## src/rtl/safe_pkg.sv

```systemverilog
// Shared state encoding, display codes and digit helper for the safe controller.
package safe_pkg;

    localparam int unsigned DISP_W = 5;

    localparam logic [DISP_W-1:0] CODE_DASH  = DISP_W'(15);
    localparam logic [DISP_W-1:0] CODE_BLANK = DISP_W'(16);
    localparam logic [DISP_W-1:0] CODE_OPEN  = DISP_W'(17);

    typedef enum logic [2:0] {
        ENTRY,
        ERROR,
        LOCKOUT,
        OPEN,
        CHANGE
    } state_t;

    // Switch values above 9 saturate so every buffer holds a decimal digit.
    function automatic logic [3:0] clamp_digit(input logic [3:0] value);
        return (value > 4'd9) ? 4'd9 : value;
    endfunction

endpackage

```

## src/rtl/safe_button_edge.sv

```systemverilog
// Samples an active-low button and flags the high-to-low transition for one clock.
module safe_button_edge (
    input  logic clock,
    input  logic reset_n,
    input  logic button_n,
    output logic press_c
);

    logic sample_q;

    always_ff @(posedge clock or negedge reset_n) begin
        if (!reset_n) begin
            sample_q <= 1'b1;
        end else begin
            sample_q <= button_n;
        end
    end

    assign press_c = sample_q & ~button_n;

endmodule

```

## src/rtl/safe_controller.sv

```systemverilog
// N-digit PIN safe with failed-attempt lockout and registered display outputs.
// Optional PIN change while open is enabled by defining SAFE_PIN_CHANGE_EN.
module safe_controller
    import safe_pkg::*;
#(
    parameter int unsigned NUM_DIGITS    = 4,
    parameter int unsigned MAX_ATTEMPTS  = 4,
    parameter int unsigned LOCKOUT_TICKS = 9,
    parameter logic [NUM_DIGITS*4-1:0] DEFAULT_PIN = 16'h4321
) (
    input  logic                         clock,
    input  logic                         reset_n,
    input  logic                         tick,
    input  logic [3:0]                   switches,
    input  logic                         action_n,
    input  logic                         save_n,
    output logic [NUM_DIGITS*DISP_W-1:0] disp_codes,
    output logic [NUM_DIGITS-1:0]        blink,
    output logic                         locked,
    output logic                         lockout,
    output logic [MAX_ATTEMPTS-1:0]      attempt_leds
);

    localparam int unsigned CUR_W  = $clog2(NUM_DIGITS);
    localparam int unsigned FAIL_W = $clog2(MAX_ATTEMPTS + 1);
    localparam int unsigned CNT_W  = $clog2(LOCKOUT_TICKS + 1);

    localparam logic [CUR_W-1:0]  CUR_LAST = CUR_W'(NUM_DIGITS - 1);
    localparam logic [FAIL_W-1:0] FAIL_MAX = FAIL_W'(MAX_ATTEMPTS);

    state_t                       state_q, state_next;
    logic [CUR_W-1:0]             cursor_q, cursor_next;
    logic [NUM_DIGITS-1:0][3:0]   digits_q, digits_next;
    logic                         blink_on_q, blink_on_next;
    logic [FAIL_W-1:0]            fails_q, fails_next;
    logic [CNT_W-1:0]             count_q, count_next;
    logic                         clear_entry;
    logic [NUM_DIGITS*4-1:0]      stored_pin;

    logic [NUM_DIGITS-1:0][DISP_W-1:0] disp_d;
    logic [NUM_DIGITS-1:0]             blink_d;
    logic                              locked_d;
    logic                              lockout_d;
    logic [MAX_ATTEMPTS-1:0]           leds_d;

    logic action_press;
    logic save_press;

    safe_button_edge u_action_edge (
        .clock    (clock),
        .reset_n  (reset_n),
        .button_n (action_n),
        .press_c  (action_press)
    );

    safe_button_edge u_save_edge (
        .clock    (clock),
        .reset_n  (reset_n),
        .button_n (save_n),
        .press_c  (save_press)
    );

`ifdef SAFE_PIN_CHANGE_EN
    logic pin_load;

    always_ff @(posedge clock or negedge reset_n) begin
        if (!reset_n) begin
            stored_pin <= DEFAULT_PIN;
        end else if (pin_load) begin
            stored_pin <= digits_next;
        end
    end
`else
    assign stored_pin = DEFAULT_PIN;
`endif

    // State, datapath and output registers; outputs mirror the next-state view.
    always_ff @(posedge clock or negedge reset_n) begin
        if (!reset_n) begin
            state_q      <= ENTRY;
            cursor_q     <= '0;
            digits_q     <= '0;
            blink_on_q   <= 1'b0;
            fails_q      <= '0;
            count_q      <= '0;
            disp_codes   <= '0;
            blink        <= '0;
            locked       <= 1'b1;
            lockout      <= 1'b0;
            attempt_leds <= '0;
        end else begin
            state_q      <= state_next;
            cursor_q     <= cursor_next;
            digits_q     <= digits_next;
            blink_on_q   <= blink_on_next;
            fails_q      <= fails_next;
            count_q      <= count_next;
            disp_codes   <= disp_d;
            blink        <= blink_d;
            locked       <= locked_d;
            lockout      <= lockout_d;
            attempt_leds <= leds_d;
        end
    end

    // Next-state and datapath update; action always wins over a same-cycle save.
    always_comb begin
        state_next    = state_q;
        cursor_next   = cursor_q;
        digits_next   = digits_q;
        blink_on_next = blink_on_q;
        fails_next    = fails_q;
        count_next    = count_q;
        clear_entry   = 1'b0;
`ifdef SAFE_PIN_CHANGE_EN
        pin_load      = 1'b0;
`endif
        case (state_q)
            ENTRY, CHANGE: begin
                digits_next[cursor_q] = clamp_digit(switches);
                if (tick) begin
                    blink_on_next = ~blink_on_q;
                end
                if (action_press) begin
`ifdef SAFE_PIN_CHANGE_EN
                    if (state_q == CHANGE) begin
                        pin_load   = 1'b1;
                        state_next = OPEN;
                    end else
`endif
                    if (digits_next == stored_pin) begin
                        state_next = OPEN;
                        fails_next = '0;
                    end else begin
                        state_next = ERROR;
                        if (fails_q != FAIL_MAX) begin
                            fails_next = fails_q + FAIL_W'(1);
                        end
                    end
                end else if (save_press) begin
                    cursor_next   = (cursor_q == CUR_LAST) ? '0 : cursor_q + CUR_W'(1);
                    blink_on_next = 1'b0;
                end
            end
            ERROR: begin
                if (tick) begin
                    clear_entry = 1'b1;
                    if (fails_q == FAIL_MAX) begin
                        state_next = LOCKOUT;
                        count_next = CNT_W'(LOCKOUT_TICKS);
                    end else begin
                        state_next = ENTRY;
                    end
                end
            end
            LOCKOUT: begin
                if (tick) begin
                    if (count_q == '0) begin
                        state_next  = ENTRY;
                        fails_next  = '0;
                        clear_entry = 1'b1;
                    end else begin
                        count_next = count_q - CNT_W'(1);
                    end
                end
            end
            OPEN: begin
                if (action_press) begin
                    state_next  = ENTRY;
                    clear_entry = 1'b1;
                end
`ifdef SAFE_PIN_CHANGE_EN
                else if (save_press) begin
                    state_next  = CHANGE;
                    clear_entry = 1'b1;
                end
`endif
            end
            default: begin
                state_next  = ENTRY;
                clear_entry = 1'b1;
            end
        endcase
        if (clear_entry) begin
            digits_next   = '0;
            cursor_next   = '0;
            blink_on_next = 1'b0;
        end
    end

    // Display, blink and status values for the state being entered.
    always_comb begin
        disp_d    = '0;
        blink_d   = '0;
        locked_d  = 1'b1;
        lockout_d = 1'b0;
        case (state_next)
            ENTRY, CHANGE: begin
                for (int unsigned i = 0; i < NUM_DIGITS; i++) begin
                    disp_d[i] = DISP_W'(digits_next[i]);
                end
                blink_d  = NUM_DIGITS'(blink_on_next) << cursor_next;
                locked_d = (state_next == ENTRY);
            end
            ERROR: begin
                for (int unsigned i = 0; i < NUM_DIGITS; i++) begin
                    disp_d[i] = CODE_DASH;
                end
            end
            LOCKOUT: begin
                disp_d[0] = DISP_W'(count_next);
                lockout_d = 1'b1;
            end
            OPEN: begin
                for (int unsigned i = 1; i < NUM_DIGITS; i++) begin
                    disp_d[i] = CODE_BLANK;
                end
                disp_d[0] = CODE_OPEN;
                locked_d  = 1'b0;
            end
            default: ;
        endcase
        for (int unsigned i = 0; i < MAX_ATTEMPTS; i++) begin
            leds_d[i] = (fails_next > FAIL_W'(i));
        end
    end

endmodule
```

## config.mk

```make
export PLATFORM = sky130hd
export DESIGN_NAME = safe_controller
export DESIGN_NICKNAME = d
export VERILOG_FILES = /design/src/rtl/safe_pkg.sv /design/src/rtl/safe_button_edge.sv /design/src/rtl/safe_controller.sv
export SDC_FILE = /design/constraint.sdc
export NUM_CORES = 1
export LEC_CHECK = 0
export ABC_AREA = 1
export BUFFER_PORTS_ARGS = -buffer_cell sky130_fd_sc_hd__buf_2
export CELL_PAD_IN_SITES_DETAIL_PLACEMENT = 2
export CELL_PAD_IN_SITES_GLOBAL_PLACEMENT = 2
export CORE_ASPECT_RATIO = 1.5
export CORE_UTILIZATION = 30
export DETAILED_ROUTE_END_ITERATION = 12
export PLACE_DENSITY_LB_ADDON = 0.1
export SYNTH_ARGS = -nofsm -noshare
export SYNTH_HDL_FRONTEND = slang
export SYNTH_SLANG_ARGS = --single-unit
```

## constraint.sdc

```tcl
create_clock -name clock -period 3 [get_ports clock]
set_input_delay 0.3 -clock clock [delete_from_list [all_inputs] [get_ports clock]]
set_output_delay 0.3 -clock clock [all_outputs]
set_load 0.02 [all_outputs]
```

**Yosys cells after proc, flatten, opt, wreduce, memory -nomap -nowiden**

Cells that the tools add are included.

- Register bits: 61

- Bitwise operators: 5
- Equal/unequal tests: 12
- Shift operators: 1
- Magnitude comparators: 7
- Reduce and logical (&&, ||, !) cells: 6
- Mux-type cells: 45
- $add $sub $neg: 3

Operator list:

| operator | count |
|---|---|
| 15-bit one-hot mux with 3 select lines | 1 |
| 16-bit 2-to-1 mux | 2 |
| 3-bit 2-to-1 mux | 10 |
| 4-bit 2-to-1 mux | 7 |
| 5-bit one-hot mux with 4 select lines | 1 |
| 16-bit bitwise mux | 1 |
| 16-bit by 15-bit equality test with 1-bit output (second input constant) | 1 |
| 2-bit 2-to-1 mux | 7 |
| 3-bit by 2-bit equality test with 1-bit output (second input constant) | 4 |
| 3-bit one-hot mux with 4 select lines | 1 |
| 1-bit 2-to-1 mux | 10 |
| 3-bit equality test (second input constant) | 3 |
| 4-bit demux with 2-bit select | 1 |
| 4-bit one-hot mux with 2 select lines | 1 |
| 3-bit by 1-bit equality test with 1-bit output (second input constant) | 2 |
| 3-bit by 1-bit > comparator with 1-bit output (second input constant) | 2 |
| 3-bit by 2-bit > comparator with 1-bit output (second input constant) | 2 |
| 3-bit logical NOT | 2 |
| 3-bit one-hot mux with 2 select lines | 1 |
| 4-bit > comparator (second input constant) | 1 |
| 4-bit logical NOT | 1 |
| 1-bit one-hot mux with 4 select lines | 1 |
| 2-bit OR reduction | 2 |
| 1-bit by 2-bit << shifter with 4-bit output | 1 |
| other kinds (11) | 14 |

**Depth between registers and ports, before layout**

Gate-level depths: netlist of the first run.

- Word-level depth: 12
- Gate-level depth with buffers: 15
- Mapped depth without buffers: 14

**Hierarchy**

From an unflattened synthesis of the first run, not the netlist that was laid out.

- Cells, all modules: 368
- Area, all modules: 3005.4 µm²

Modules (own cells, without submodules):

| module | area each (µm²) | times used | seq. area each (µm²) | cells an instance |
|---|---|---|---|---|
| safe_controller | 2932.8 | 1 | 1427.6 | 362 |
| safe_button_edge | 36.3 | 2 | 26.3 | 3 |

**Worst setup path after synthesis of the first run**

OpenSTA, ideal clock, no wires.

- Path kind: register -> register
- Start: register cursor_q[0]
- End: register disp_codes[0]
- Clock period less this slack: 1.829 ns
- Cell stages (with the launch flop): 16
- Arrival: 1.692 ns
- Library setup time: 0.137 ns
- Slack: 1.171 ns
- Cell sequence: dfrtp_1 inv_1 ha_1 inv_1 nand2_1 nand2_1 nand2_1 nor2_1 nand3_1 nor2_2 nand3_2 nand2_4 inv_4 buf_6 nand2_1 nand3_1

RTL lines:

| item | line | source |
|---|---|---|
| start: declaration | safe_controller.sv:32 | `logic [CUR_W-1:0] cursor_q, cursor_next;` |
| start signal: assignment | safe_controller.sv:93 | `cursor_q <= cursor_next;` |
| end signal: assignment | safe_controller.sv:98 | `disp_codes <= disp_d;` |
| end: declaration | safe_controller.sv:17 | `output logic [NUM_DIGITS*DISP_W-1:0] disp_codes,` |

**Worst setup path after layout of the first run**

- Start: register state_q[0]
- End: register blink[2]

- Word-level cells in the longest chain between the ends: 6
- Elaborated cells on any way between the ends: 22
- Classes of those cells: eq/ne (5); shift (1); mux (12); reduce/logical (4)

Ends and longest elaborated chain:

| item | line | source |
|---|---|---|
| start: declaration | safe_controller.sv:31 | `state_t state_q, state_next;` |
| start signal: assignment | safe_controller.sv:92 | `state_q <= state_next;` |
| 3-bit equality test (tied with other cells) | safe_controller.sv:118 | `case (state_q)` |
| 2-bit OR reduction or 3-bit 2-to-1 mux (tied branches) | safe_controller.sv:118, safe_controller.sv:157 |  |
| 3-bit one-hot mux with 4 select lines (tied with other cells) | safe_controller.sv:118 |  |
| 3-bit equality test (tied with other cells) | safe_controller.sv:197 | `case (state_next)` |
| 2-bit OR reduction or 1-bit by 2-bit << shifter with 4-bit output (tied branches) | safe_controller.sv:197, safe_controller.sv:202 |  |
| 4-bit 2-to-1 mux * | safe_controller.sv:197 |  |
| via blink_d[2] | safe_controller.sv:41 | `logic [NUM_DIGITS-1:0] blink_d;` |
| end signal: assignment | safe_controller.sv:99 | `blink <= blink_d;` |
| end: declaration | safe_controller.sv:18 | `output logic [NUM_DIGITS-1:0] blink,` |

The timed path passes the listed nets; every way through them passes the cells marked *.

==> summary.md, run 1 <==
| Metric | Value |
|---|---|
| DIE AREA | 10300 um2 |
| Post-CTS Hold Buffers | 0 |
| P&R area growth vs syn | 19.5% |
| All-Layer GR Usage | 0.182 |
| Row cnt | 44 |
| Setup slack, reg-to-reg | 0.66 ns |
| Congestion Overflow GR | 0 |
| Setup Skew | 0.00606 ns |
| Total of max-cap violations | 0 |
| Setup repair bufs after CTS | 0 |
| Power Density | 1240 nW/um2 |
| Main combinational cell family by area after synthesis | simple AND/OR/NAND/NOR gates |
| Final period utilization | 0.778 |
| Worst R2R End | blink[2] |
| Mean area per synthesized cell | 8.49 um2 |
| Util after Layout | 0.369 |
| Cell area after synthesis | 2970 um2 |
| Vias in the first global route | 2730 |
| Largest net degree at the start of global routing | 32 |
| Clock latency on the worst-skew pair | 0.33 ns |
| Delay of the slowest cell on the worst path | 0.49 ns |
| Initial Util | 0.308 |
| Die Span X | 83.3 um |
| DRT Pass-1 Iters | 4 |
| Post-synthesis xor/xnor area fraction | 0.00884 |
| Cts repair resizes | 0 |
| Mux share of post-synthesis cell area | 0 |
| Synth Area in Compound Gates | 0.0998 |
| Final Hold Fails | 0 |
| Avg Vias per Cell | 4.77 |
| First-pass GRT wire length | 14.0 mm |
| Setup crit end kind | flop |
| Finish-stage setup viols | 0 |
| Crit path buf inv count | 2 |
| Worst Path Max Fanout | 20 |
| Clock Tree Root | clkbuf_16 |
| Die height | 124 um |
| Top-area cell type share of the netlist area | 0.472 |
| Register bit count reported by yosys | 59 |
| Hold Crit Class | in2async |
| Crit-path cells | nor2_4 > inv_2 > nor2_2 > nor3_4 > inv_2 > nor2_1 > nand2_1 > nor2_1 |
| Worst endpoint required time | 3.25 ns |
| GPL Wtd Cong | 0.782 |
| TritonCTS clock tree | done |
| Fin crit period | 2.34 ns |
| Drt wl/cell | 16.6 um |
| Number of diodes | 0 |
| Clock Path Buffers | 2 |
| Fin Hold WS | 0.0438 ns |
| Rel. slew slack | 0.493 |
| DP Wirelength | 6.41 mm |
| Least-Margin Pin Slew | 0.760 ns |
| Layout cells sized above 1 | 0.231 |
| CTS sink count | 59 |
| Count of cell types in the netlist | 41 |
| Initial antenna violation count | 0 |
| Simple-gate share of the synthesized area | 0.278 |
| Reg2reg start | state_q[0] |
| Data arrival, critical path | 2.59 ns |
| Status | finished, final reports clean |
| CTS H-tree depth | 3 |
| Layout Nets | 406 |
| Mapped Cells | 350 |
| Seq/Total Area, Yosys | 0.498 |
| Share of synthesized registers carrying an async set or reset | 1.00 |
| Slew Limit Fails | 0 |
| IO Port Bufs | 38 |
| Total power | 4390 uW |
| Io pins | 39 |
| Drt initial violations | 75 |
| Net Count, Synth | 366 |
| Setup TNS | 0 ns |
| Max Clk Rate | 428 MHz |
| VDD IR max | 0.441 mV |
| Delay-heaviest family, CP | simple AND/OR/NAND/NOR gates |
| Setup crit start kind | flop |
| Worst Reg-to-Reg Cells | 8 |
| Adder-cell share of the synthesized area | 0.0295 |
| Syn. warnings | 0 |
| Critical path class | reg2reg |
| Reg clk slew, reported paths | 0.05 ns |
| Slowest-stage cell, CP | dfrtp_1 |
| Ranking of synthesized cells by area | dfrtp_1, nand2_1, inv_1, nor2_1, nand3_1 |
| TritonCTS Buffers | 9 |
| ANT nets after route | 0 |
| RSZ-0062 raised after global routing | false |
| P_leak | 0.00180 uW |
| Largest area contributor in the netlist | dfrtp_1 |
| EDFF count, synth | 0 |
| Core Area | 9630 um2 |
| Residual DRC | 0 |
| DR vias | 2429 |
| Ys flop type | dfrtp_1 |
| Routed WL | 8.46 mm |
[worst max-delay path by stage]
stage	start	endpoint	slack, ns	cells after the start
after floorplan	cursor_q[0]	disp_codes[0]	1.17	15
after global placement	state_q[0]	blink[2]	0.64	8
after detailed placement	state_q[0]	blink[2]	0.63	8
after CTS	state_q[0]	blink[2]	0.61	8
after global routing	state_q[0]	blink[2]	0.45	8
final	state_q[0]	blink[2]	0.66	8
[worst register-to-register path, stage by stage (launching register included)]
cell,delay [ns]
dfrtp_1,0.49
nor2_4,0.13
inv_2,0.36
nor2_2,0.14
nor3_4,0.40
inv_2,0.23
nor2_1,0.28
nand2_1,0.12
nor2_1,0.11
[logic make-up (layout without fill, tap and decap cells)]
| group | count (synthesis) | after routing |
|---|---|---|
| AND/OR/NAND/NOR | 171 | 171 |
| buffers and inverters | 60 | 104 |
| flip-flops | 59 | 59 |
| AO/OA/AOI/OAI | 50 | 50 |
| adder cells (fa/ha/maj) | 7 | 7 |
| XOR/XNOR | 3 | 3 |
[cell usage after synthesis, types with 4 or more instances]
cell	instances
buf_2	4
inv_2	8
nand2_1	86
ha_1	7
inv_1	40
nand3_1	23
o21a_1	8
dfrtp_1	56
nor2_1	35
nand3_2	5
o21ai_1	7
a21oi_1	15
o21ai_0	11
nor2_2	5
buf_4	4
[cell type report]
| cell class | count | area (um2) |
|---|---|---|
| repair buffers | 40 | 218 |
| flip-flops and latches | 59 | 1480 |
| clock buffers | 12 | 246 |
| inverters | 49 | 186 |
| multi-input cells | 231 | 1240 |
| fillers | 1107 | 6080 |
| well taps | 115 | 144 |
| clock inverters | 3 | 40.0 |
[through the flow]
step	instance area, um2	instances	setup slack [ns]
after floorplan	2970	350	1.17
after global placement	3260	494	0.641
after detailed placement	3260	494	0.627
after CTS	3550	509	0.607
after global routing	3550	509	0.446
final	3550	509	0.665
[metal layers]
layer,share of wire,global-route usage,up-vias
met5,0,0,-
met4,0.017,0.0787,0
met3,0.025,0.0437,9
met2,0.56,0.349,31
met1,0.40,0.189,1205
li1,-,-,1184
[state kept, by name, summed over array words and instances (netlist names)]
register	count
disp_codes	18
attempt_leds	4
state_q	3
locked	1
u_save_edge.sample_q	1
lockout	1
fails_q	3
digits_q	16
cursor_q	2
count_q	4
blink_on_q	1
u_action_edge.sample_q	1
blink	4
[cells in the final DEF, fill, tap and decap left out, types with 5 or more instances in the layout]
cell,instances
ha_1,7
o21ai_0,11
inv_2,8
dfrtp_1,56
o21ai_1,7
inv_1,40
nor2_2,5
nand3_1,23
nand2_1,86
o21a_1,8
nand3_2,5
buf_2,38
a21oi_1,15
nor2_1,35
clkbuf_16,9
[where the power goes]
| part | switching, uW | leakage (uW) | internal (uW) | total (uW) |
|---|---|---|---|---|
| clock network | 347 | 0.000142 | 657 | 1000 |
| registers | 182 | 0.000733 | 1140 | 1320 |
| logic | 1390 | 0.000928 | 665 | 2060 |
(Power assumes the default switching activity.)
==> run 2: changes to the inputs <==
clock period = 2.4 ns   (was 3 ns; I/O delays follow)
==> run 2 against run 1 <==
Effect of this change:
- setup slack worse by 0.39 ns
- wire length is 3.0% higher
- non-clock buffer count is 8 higher
- final cell count is 1.8% higher
- design area is 3.6% higher
- sequential cell count stayed put
- sequential power is 25% higher
- critical path depth is 1 higher
- count of clock-buffer cells in the layout is 1 higher
- sequential share of layout area is 1.4 points lower
- clock power is 48% higher
- combinational power is 30% higher
- critical path type unchanged
- highest routed layer unchanged
==> summary.md, run 2 (same netlist as run 1, synthesis figures left out) <==
| Metric | Value |
|---|---|
| Drt wl/cell | 16.8 um (+1.2%) |
| Max Clk Rate | 471 MHz (+10%) |
| Commonest non-fill, non-tap cells in the layout | nand2_1, dfrtp_1, inv_1 |
| RSZ-0062 raised after global routing | false |
| Rel. slew slack | 0.573 (+0.0799) |
| Die height | 124 um (unchanged) |
| Largest reg by FF count | disp_codes |
| Fin crit period | 2.12 ns (-0.212 ns) |
| Power Density | 1580 nW/um2 (+28%) |
| Largest net degree at the start of global routing | 35 (+9.4%) |
| Initial Util | 0.308 (unchanged) |
| Io pins | 39 (unchanged) |
| Initial antenna violation count | 0 (unchanged) |
| Status | finished, final reports clean |
| Finish-stage setup viols | 0 (unchanged) |
| Setup Skew | 0.00530 ns (-0.000766 ns) |
| Worst Path Max Fanout | 11 (-45%) |
| All-Layer GR Usage | 0.183 (+0.00124) |
| ANT nets after route | 0 (unchanged) |
| Setup TNS | 0 ns (unchanged) |
| Clock Path Buffers | 2 (unchanged) |
| CTS sink count | 59 (unchanged) |
| Final Hold Fails | 0 (unchanged) |
| Reg clk slew, reported paths | 0.05 ns (about the same) |
| Setup WS post-layout | 0.277 ns (-0.388 ns) |
| Worst endpoint required time | 2.65 ns (-0.60 ns) |
| Placed Instances | 500 (+1.2%) |
| First-pass GRT wire length | 14.3 mm (+1.6%) |
| GPL Wtd Cong | 0.769 (-1.7%) |
| VDD IR max | 0.536 mV (+21%) |
| DRT Pass-1 Iters | 4 (unchanged) |
| Slew Limit Fails | 0 (unchanged) |
| Number of diodes | 0 (unchanged) |
| Die Span X | 83.3 um (unchanged) |
| Core Area | 9630 um2 (unchanged) |
| Drt initial violations | 78 (+4.0%) |
| Most common cell after layout, fill and taps aside | nand2_1 |
| Number of flip-flops in the largest register | 18 (unchanged) |
| P&R area growth vs syn | 23.7% |
| Row cnt | 44 (unchanged) |
| Hold Crit Class | in2reg |
| Avg Vias per Cell | 4.85 (+1.7%) |
| DP Wirelength | 6.58 mm (+2.6%) |
| Congestion Overflow GR | 0 (unchanged) |
| Clock latency on the worst-skew pair | 0.33 ns (about the same) |
| Routed WL | 8.71 mm (+3.0%) |
| Layout Nets | 414 (+2.0%) |
| Filler cells | 1088 (-1.7%) |
| Crit-path cells | nor2_4 > buf_4 > inv_2 > nor2_2 > nor3_4 > inv_2 > nor2_1 > nand2_1 > nor2_1 |
| Least-Margin Pin Slew | 0.640 ns (-0.120 ns) |
| TritonCTS Buffers | 9 (unchanged) |
| DIE AREA | 10300 um2 (unchanged) |
| Clock Tree Root | clkbuf_16 |
| Largest regs | disp_codes: 18 flops, digits_q: 16 flops |
| Critical path class | reg2reg |
| DR vias | 2514 (+3.5%) |
| TritonCTS clock tree | done |
| P_leak | 0.00187 uW (+3.5%) |
| Slowest-stage cell, CP | dfrtp_1 |
| Residual DRC | 0 (unchanged) |
| Setup crit end kind | flop |
| Setup crit start kind | flop |
| CTS H-tree depth | 3 (unchanged) |
| Data arrival, critical path | 2.38 ns (-0.21 ns) |
| Layout Cells excl Fill | 518 (+1.8%) |
| IO Port Bufs | 38 (unchanged) |
| Vias in the first global route | 2855 (+4.6%) |
| Final period utilization | 0.885 (+0.106) |
| Layout cells sized above 1 | 0.253 (+0.0221) |
| Delay of the slowest cell on the worst path | 0.51 ns (+0.02 ns) |
| Total of max-cap violations | 0 (unchanged) |
| DP Worst Slack | 0.141 ns (-0.486 ns) |
==> run 2: cell type report <==
class / instances / area [um2] / share of cell area
timing repair buffer: 48 / 280 / 0.0762
clock buffer: 13 / 280 / 0.0762
multi-input combinational: 231 / 1240 / 0.337
sequential: 59 / 1480 / 0.403
clock inverter: 3 / 67.6 / 0.0184
inverter: 49 / 186 / 0.0507
tap: 115 / 144 / 0.0391
==> run 2: path summary, 6_finish.rpt <==
| path | startpoint | end | slack [ns] | cells past startpoint |
|---|---|---|---|---|
| worst min register to register | count_q[1] | count_q[1] | 0.55 | 2 |
| min in group asynchronous | reset_n | lockout | 0.48 | 2 |
| worst max register to register | state_q[0] | blink[3] | 0.28 | 9 |
| max in group asynchronous | reset_n | u_save_edge.sample_q | 1.22 | 3 |
| worst min-delay path | save_n | u_save_edge.sample_q | 0.02 | 1 |
| worst max-delay path | state_q[0] | blink[3] | 0.28 | 9 |
==> run 2: what timing repair did <==
item,CTS,global route
endpoints found under the setup margin,0,4
endpoints found under the hold margin,25,0
setup buffers,0,1
gates resized for setup,0,1
hold buffers,1,0
==> run 2: through the flow <==
| stage | area, um2 | utilization | hold WS [ns] | total power (uW) |
|---|---|---|---|---|
| floorplan | 2970 | - | -0.0556 | 3510 |
| global placement | 3310 | 0.344 | 0.285 | 4290 |
| detailed placement | 3310 | 0.344 | 0.293 | 4370 |
| CTS | 3670 | 0.381 | 0.0122 | 5910 |
| global route | 3680 | 0.382 | 0.0177 | 6280 |
| finish | 3680 | 0.382 | 0.0231 | 5800 |
==> run 2: power breakdown <==
| group | internal [uW] | switching [uW] |
|---|---|---|
| Clock | 1020 | 454 |
| Combinational | 899 | 1770 |
| Sequential | 1430 | 224 |
==> run 2: routing by layer <==
metal / up-vias / GRT usage / wire (um)
li1: 1202 / - / -
met1: 1273 / 0.190 / 3470
met2: 28 / 0.360 / 4920
met3: 11 / 0.0371 / 203
met4: 0 / 0.0722 / 123
met5: - / 0 / 0
==> run 2: critical path, delay by kind of cell, from the launching register on <==
| kind | cells | cell delay, ns |
|---|---|---|
| flip-flops | 1 | 0.51 |
| buffers and inverters | 3 | 0.57 |
| AND/OR/NAND/NOR | 6 | 0.98 |
